`config.mk`:
```
export PLATFORM = sky130hd
export DESIGN_NAME = mux3_rr_arbiter
export DESIGN_NICKNAME = d
export VERILOG_FILES = /design/src/rtl/mux3_rr_arbiter.sv
export SDC_FILE = /design/constraint.sdc
export NUM_CORES = 1
export LEC_CHECK = 0
export CAP_MARGIN = 20
export CORE_MARGIN = 4
export CORE_UTILIZATION = 57
export DETAILED_ROUTE_END_ITERATION = 8
export PLACE_DENSITY = 0.87
export SLEW_MARGIN = 20
export SYNTH_ARGS = -nofsm -noshare
export SYNTH_HDL_FRONTEND = slang
export SYNTH_SLANG_ARGS = --single-unit
export TNS_END_PERCENT = 1
```
`constraint.sdc`:
```
create_clock -name Clk -period 3.74 [get_ports Clk]
set_clock_uncertainty 0.1 [all_clocks]
set_input_delay 0.374 -clock Clk [delete_from_list [all_inputs] [get_ports Clk]]
set_output_delay 0.374 -clock Clk [all_outputs]
set_load 0.05 [all_outputs]
```
`src/rtl/mux3_rr_arbiter.sv`:
```
// Round-robin arbiter for a shared 3:1 datapath mux: registered one-hot grant, mux select,
// multi-cycle hold with optional timeout.
module mux3_rr_arbiter #(
  parameter int unsigned MAX_HOLD = 16,
  parameter int unsigned CNT_W    = 8
) (
  input  logic       Clk,
  input  logic       Reset,
  input  logic [2:0] req,
  input  logic [2:0] done,
  output logic [2:0] grant,
  output logic [1:0] sel,
  output logic       busy,
  output logic       timeout
);

  typedef enum logic [0:0] {StIdle, StGrant} state_e;

  // Last allowed value of the hold counter; only meaningful when MAX_HOLD != 0.
  localparam logic [CNT_W-1:0] HoldLast = CNT_W'(MAX_HOLD - 1);

  state_e           state_q, state_d;
  logic [2:0]       grant_q, grant_d;
  logic [1:0]       sel_q, sel_d;
  logic [1:0]       ptr_q, ptr_d;
  logic             busy_q, busy_d;
  logic             timeout_q, timeout_d;
  logic [CNT_W-1:0] cnt_q, cnt_d;

  function automatic logic [1:0] inc3(input logic [1:0] x);
    return (x == 2'd2) ? 2'd0 : x + 2'd1;
  endfunction

  function automatic logic [2:0] onehot(input logic [1:0] i);
    return 3'b001 << i;
  endfunction

  // First set bit of r scanning start, start+1, start+2 (mod 3); r must be non-zero.
  function automatic logic [1:0] rr_pick(input logic [2:0] r, input logic [1:0] start);
    logic [1:0] i1, i2;
    i1 = inc3(start);
    i2 = inc3(i1);
    if (r[start]) return start;
    if (r[i1])    return i1;
    return i2;
  endfunction

  logic [1:0] holder_next;
  logic [1:0] idle_win;
  logic [1:0] cand_win;
  logic [2:0] cand;
  logic       hold_hit;
  logic       release_hit;

  assign holder_next = inc3(sel_q);
  assign idle_win    = rr_pick(req, ptr_q);
  assign cand        = req & ~onehot(sel_q);
  assign cand_win    = rr_pick(cand, holder_next);
  assign hold_hit    = (MAX_HOLD != 0) && (cnt_q == HoldLast);
  assign release_hit = done[sel_q] || !req[sel_q] || hold_hit;

  always_comb begin
    state_d   = state_q;
    grant_d   = grant_q;
    sel_d     = sel_q;
    ptr_d     = ptr_q;
    busy_d    = busy_q;
    cnt_d     = cnt_q;
    timeout_d = 1'b0;
    case (state_q)
      StIdle: begin
        if (|req) begin
          state_d = StGrant;
          grant_d = onehot(idle_win);
          sel_d   = idle_win;
          busy_d  = 1'b1;
          cnt_d   = '0;
        end
      end
      StGrant: begin
        if (release_hit) begin
          ptr_d     = holder_next;
          // Flag a timeout only when the counter was the sole reason for release.
          timeout_d = hold_hit && !done[sel_q] && req[sel_q];
          if (|cand) begin
            grant_d = onehot(cand_win);
            sel_d   = cand_win;
            cnt_d   = '0;
          end else begin
            state_d = StIdle;
            grant_d = 3'b000;
            busy_d  = 1'b0;
          end
        end else begin
          cnt_d = cnt_q + CNT_W'(1);
        end
      end
      default: state_d = StIdle;
    endcase
  end

  always_ff @(posedge Clk) begin
    if (Reset) begin
      state_q   <= StIdle;
      grant_q   <= 3'b000;
      sel_q     <= 2'd0;
      ptr_q     <= 2'd0;
      busy_q    <= 1'b0;
      timeout_q <= 1'b0;
      cnt_q     <= '0;
    end else begin
      state_q   <= state_d;
      grant_q   <= grant_d;
      sel_q     <= sel_d;
      ptr_q     <= ptr_d;
      busy_q    <= busy_d;
      timeout_q <= timeout_d;
      cnt_q     <= cnt_d;
    end
  end

  assign grant   = grant_q;
  assign sel     = sel_q;
  assign busy    = busy_q;
  assign timeout = timeout_q;

endmodule
```
Word-level counts from Yosys, hierarchy flattened
Index checks and enable logic that the tools add are counted.

Add/subtract/negate cells: 6. Equal/unequal tests: 11. Reductions and logical operators: 14. Bitwise operators: 4. Shifts and indexed selects: 3. Multiplexer cells: 51. Order comparisons: 5.

Operators with widths (count): 2-bit 2-to-1 mux (16); 8-bit 2-to-1 mux (3); 1-bit 2-to-1 mux (18); 8-bit case mux with 2 select lines (1); 2-bit by 3-bit less-than comparator with 1-bit output (second input constant) (5); 1-bit binary-select mux with 2-bit select (6); 2-bit by 1-bit adder with 2-bit output (second input constant) (5); 2-bit equality test (second input constant) (5); 3-bit 2-to-1 mux (3); 3-bit OR reduction (3); 1-bit by 2-bit left shift with 3-bit output (first input constant) (3); 8-bit by 1-bit adder with 8-bit output (second input constant) (1); 8-bit by 4-bit equality test with 1-bit output (second input constant) (1); 3-bit case mux with 2 select lines (1); 2-bit AND reduction (3); 3-bit AND reduction (2); 2-bit by 1-bit != test with 1-bit output (second input constant) (2); 2-bit != test (second input constant) (2); 1-bit case mux with 2 select lines (2); 2-bit case mux with 2 select lines (1); 3-bit AND (1); 3-bit by 2-bit != test with 1-bit output (second input constant) (1); 3-bit NOT (1); 1-bit logical AND (2); 3 further kinds (6).

Output and inout port bits: 7. Flip-flop bits (word level): 18.

Depth between registers and ports, before layout
Depth after elaboration: 14. Depth in mapped cells: 7.

Least setup slack after synthesis
Ideal clock, no wire load.

Path type: register to register. From: register sel_q[1] (netlist: sel[1]). To: register grant_q[2] (netlist: grant[2]). Clock period less this slack: 2.121 ns. Stages on the path, launching flop included: 8. Buffers on the path: 2. Arrival time: 1.951 ns. Slack: 1.619 ns. Path through: dfxtp_1 -> buf_6 -> mux2i_1 -> o2bb2ai_1 -> nor3b_2 -> buf_2 -> o21ai_0 -> a21oi_1.

Cells in the longest elaborated chain, start to end: 14. Elaborated cells on any way between the ends: 37. Classes of those cells: add/sub (3); eq/ne (4); shift (2); mux (21); bitwise (2); reduce/logical (5).

RTL lines: start: declaration (RTL line 24) `logic [1:0] sel_q, sel_d;`; start signal: assignment (RTL line 114) `sel_q <= sel_d;`; 2-bit by 1-bit adder with 2-bit output / 2-bit equality test (equally long branches) (RTL line 31) `return (x == 2'd2) ? 2'd0 : x + 2'd1;`; 2-bit 2-to-1 mux (RTL line 31); 2-bit by 1-bit adder with 2-bit output / 2-bit equality test (equally long branches) (RTL line 31); 2-bit 2-to-1 mux (RTL line 31); 1-bit binary-select mux with 2-bit select (RTL line 44) `if (r[i1]) return i1;`; 1-bit 2-to-1 mux (implied by the code) (RTL line 44); 1-bit 2-to-1 mux (2 in series) (RTL line 44); 2-bit 2-to-1 mux (RTL line 45) `return i2;`; 2-bit 2-to-1 mux (RTL line 44); 1-bit by 2-bit left shift with 3-bit output (RTL line 35) `return 3'b001 << i;`; 3-bit 2-to-1 mux (RTL line 85) `if (|cand) begin`; 3-bit 2-to-1 mux (RTL line 81) `if (release_hit) begin`; 3-bit case mux with 2 select lines (RTL line 70) `case (state_q)`; end signal: assignment (RTL line 113) `grant_q <= grant_d;`; end: declaration (RTL line 23) `logic [2:0] grant_q, grant_d;`.

Parallel ways exist; a longest one is shown, timed or not. The select of a mux whose other input is x is not followed. A chain may end at the register's enable or synchronous reset.

Final worst setup path
From: input port req[2]. To: register cnt_q[5].

Cells in the longest elaborated chain, start to end: 7. Elaborated cells on any way between the ends: 13. Classes of those cells: eq/ne (2); mux (4); bitwise (1); reduce/logical (6).

RTL lines: start: declaration (RTL line 9) `input logic [2:0] req,`; 1-bit binary-select mux with 2-bit select (RTL line 60) `assign release_hit = done[sel_q] || !req[sel_q] || hold_hit;`; 1-bit 2-to-1 mux (implied by the code) (RTL line 60); 1-bit logical NOT (RTL line 60); 1-bit logical OR (2 in series) (RTL line 60); 8-bit 2-to-1 mux / 3-bit by 2-bit != test with 1-bit output (equally long branches); 8-bit case mux with 2 select lines / 2-bit AND reduction (equally long branches); end signal: assignment (RTL line 118) `cnt_q <= cnt_d;`; end: declaration (RTL line 28) `logic [CNT_W-1:0] cnt_q, cnt_d;`.

Parallel ways exist; a longest one is shown, timed or not. The select of a mux whose other input is x is not followed.

==> results.cfg <==
[min_path]
hp-start = grant[1]$_SDFFE_PP0P_
whs_path_depth = 2
min_to = grant[1]$_SDFFE_PP0P_
min_path_type = reg2reg

[die]
die_w_um = 52.18
die_height_um = 52.18
io_pins = 15
core-area_um2 = 1783
rows = 15
initial_core_util_pct = 62.39
die_area_um2 = 2722

[timing]
rsz0062_at_grt = no
worst_pin_slew_ns = 0.8006
period_share_pct = 66.49
finalHoldViolCount = 0
worst_slew_margin_rel_pct = 46.46
clock.fmax_mhz = 402.2
whs_ns = 0.3813
finalSetupViolCount = 0
setup_tns_ns = 0
fin_crit_ns = 2.487
drv_slew = 0

[synth]
synth.area.mux_share_pct = 2.700
synth.avg_cell_area_um2 = 7.778
yosys_warnings = 0
synth_top_family_by_area = simple AND/OR/NAND/NOR gates
postSynth.asyncResetShare_pct = 0
synth_area_um2 = 1112
synth-adder-area-share_pct = 1.125
yosysUniqueCellTypes = 41
synth_cells = 143
synth_edf_count = 0
synth_flop_cell = dfxtp_1
yosys.area_share.simple_pct = 32.51
syn_nets = 152
synth_xor_area_share_pct = 0
synth-seq-cells = 18
yosysSeqAreaShare_pct = 32.40
synth_compound_area_share_pct = 24.63

[worst_setup_path]
r2r_slack_ns = 1.39
r2r-start = sel[1]$_SDFFE_PP0P_
startpoint_type = input pin
critPathMaxFanout = 18
worstPathRequired_ns = 3.81
criticalPathCategory = in2reg
worstRegToRegCells = 5
critPathCaptureType = register
worstPathArrival_ns = 2.56
r2r_end = cnt_q[5]$_SDFFE_PP0P_

[global_routing]
grt_max_degree = 25
grt_pass1_vias = 978
grt_pass1_wl_mm = 4.243
antenna_found_initial = 0
track_usage_pct = 20.31
grt-ovfl-total = 0

[detailed_routing]
drc_errors = 0
drt_wl_total_mm = 2.498
drt-vias-per-instance = 5.898
drt-initial-drc-count = 14
wl_per_cell_um = 14.19
dr_total_vias = 1038
drtPass1Iterations = 4
drtAntennaViolNets = 0

[power]
peakVddDrop_v = 0.0003172
p_leak_nw = 0.4199
seq_power_share_pct = 47.9
combPwrFrac_pct = 26.5
p_int_w = 0.0003124
cellPowerDensity_nw_per_um2 = 365.2
clkPwrFrac_pct = 25.7
switching_power_w = 0.0001468
p_sw_share_pct = 31.98

[finish]
fin_util_pct = 70.53
layout-drive-gt1-share_pct = 5.960
nNetsFinal = 161
syn_to_final_growth_pct = 13.05
fillCellCount = 146
final_cells = 176
finish.instance_area_um2 = 1257
diodes = 0

[clocking]
clk_latency_ns = 0.28
clock_sinks = 18
htree_levels = 1
cts_buffer_depth = 2
ctsHoldBuffers = 0
cts.repair.resized = 0
root_buffer = clkbuf_4
clk_pin_slew_ns = 0.10
cts_tree = yes
numCtsBuffers = 3
cts_setup_buffers = 0

[job]
max_cap_viol_count = 0

[status]
status = complete, no violations

[placement]
dp_hpwl_mm = 1.781
dp_cells = 172
placed_area_um2 = 1221
portBuffers = 14
place.gp.congestion = 0.7418
==> how the worst max path moves through the flow <==
stage	slack (ns)	start	to	cells past startpoint
floorplan	1.62	sel[1]$_SDFFE_PP0P_	grant[2]$_SDFFE_PP0P_	7
global placement	1.11	req[2]	cnt_q[4]$_SDFFE_PP0P_	6
detailed placement	0.98	req[2]	cnt_q[5]$_SDFFE_PP0P_	6
CTS	1.28	req[2]	cnt_q[5]$_SDFFE_PP0P_	6
global route	1.10	req[2]	cnt_q[4]$_SDFFE_PP0P_	6
finish	1.25	req[2]	cnt_q[5]$_SDFFE_PP0P_	6
==> area by class of cell <==
class	instances	area, um^2	area share (%)
Tap cell	25	31.28	2.488
Inverter	3	11.26	0.8955
Timing Repair Buffer	14	140.1	11.14
Clock buffer	4	36.28	2.886
Multi-Input combinational cell	112	678.2	53.93
Sequential cell	18	360.3	28.66
==> state kept, by name, indices dropped and copies added, names as in the netlist <==
name	flops
busy	1
sel	2
grant	3
ptr_q	2
cnt_q	8
state_q	1
timeout	1
==> cell usage in the layout, fill, tap and decap left out, drive strengths merged <==
| cell type | n |
|---|---|
| nand2 | 10 |
| and4 | 1 |
| and4b | 1 |
| nor4 | 2 |
| a221oi | 1 |
| o211ai | 1 |
| o32ai | 1 |
| nor2 | 10 |
| or3b | 1 |
| inv | 3 |
| o21ai | 18 |
| nor2b | 9 |
| and2b | 1 |
| clkdlybuf4s50 | 14 |
| o2bb2ai | 2 |
| a311o | 1 |
| a211oi | 1 |
| nand3 | 3 |
| nand3b | 4 |
| a2bb2oi | 1 |
| o21a | 2 |
| nand4 | 1 |
| clkbuf | 4 |
| mux2i | 3 |
| or3 | 3 |
| o31ai | 2 |
| nor3 | 8 |
| a21oi | 12 |
| ha | 1 |
| or4b | 1 |
| o32a | 1 |
| a211o | 1 |
| a31oi | 1 |
| nor3b | 1 |
| dfxtp | 18 |
| nand2b | 6 |
| and3 | 1 |
==> Yosys cell counts (all sizes together), types with 2 or more instances <==
library cell | number | share of area, %
dfxtp | 18 | 32
o21ai | 18 | 8.1
a21oi | 12 | 5.4
nand2 | 10 | 3.4
nor2 | 10 | 3.4
nor2b | 9 | 5.1
nor3 | 8 | 3.6
buf | 7 | 4.6
nand2b | 6 | 3.4
nand3b | 4 | 2.7
clkbuf | 3 | 1.0
inv | 3 | 1.0
mux2i | 3 | 2.7
nand3 | 3 | 1.3
or3 | 3 | 1.8
nor4 | 2 | 1.1
o21a | 2 | 1.3
o2bb2ai | 2 | 1.6
o31ai | 2 | 1.3
==> metrics by stage <==
step,setup slack (ns),total power [W]
after floorplan,1.619,0.0003131
final,1.253,0.0004592
after CTS,1.276,0.0004598
after global routing,1.099,0.0004857
after global placement,1.106,0.0003400
after detailed placement,0.9750,0.0003442
==> per-layer routing <==
layer | vias up | track usage (%) | wire length [um]
li1 | 535 | - | -
met4 | 0 | 5.957 | 17
met5 | - | 0 | 0
met1 | 474 | 25.18 | 1102
met3 | 2 | 2.564 | 108
met2 | 27 | 36.40 | 1271
==> critical path, cell delays in order <==
cell and delay (ns):
clkdlybuf4s50_1 0.73, mux2i_1 0.15, a2bb2oi_1 0.18, nor3b_2 0.69, nand2b_1 0.30, o21ai_0 0.13
==> power groups by stage <==
stage	clock network, W	logic (W)	registers [W]
2_1_floorplan	0	0.0000736	0.000239
3_3_place_gp	0	0.000117	0.000223
3_5_place_dp	0	0.000120	0.000224
4_1_cts	0.000119	0.000121	0.000219
5_1_grt	0.000133	0.000130	0.000223
6_report	0.000118	0.000122	0.000220
==> kinds of logic after synthesis <==
group	count (synthesis)
and+or+nand+nor	63
AOI/OAI and AO/OA	45
DFF	18
buffers and inverters	13
muxes	3
adders and majority gates	1
Power figures use the tool's default switching activity.
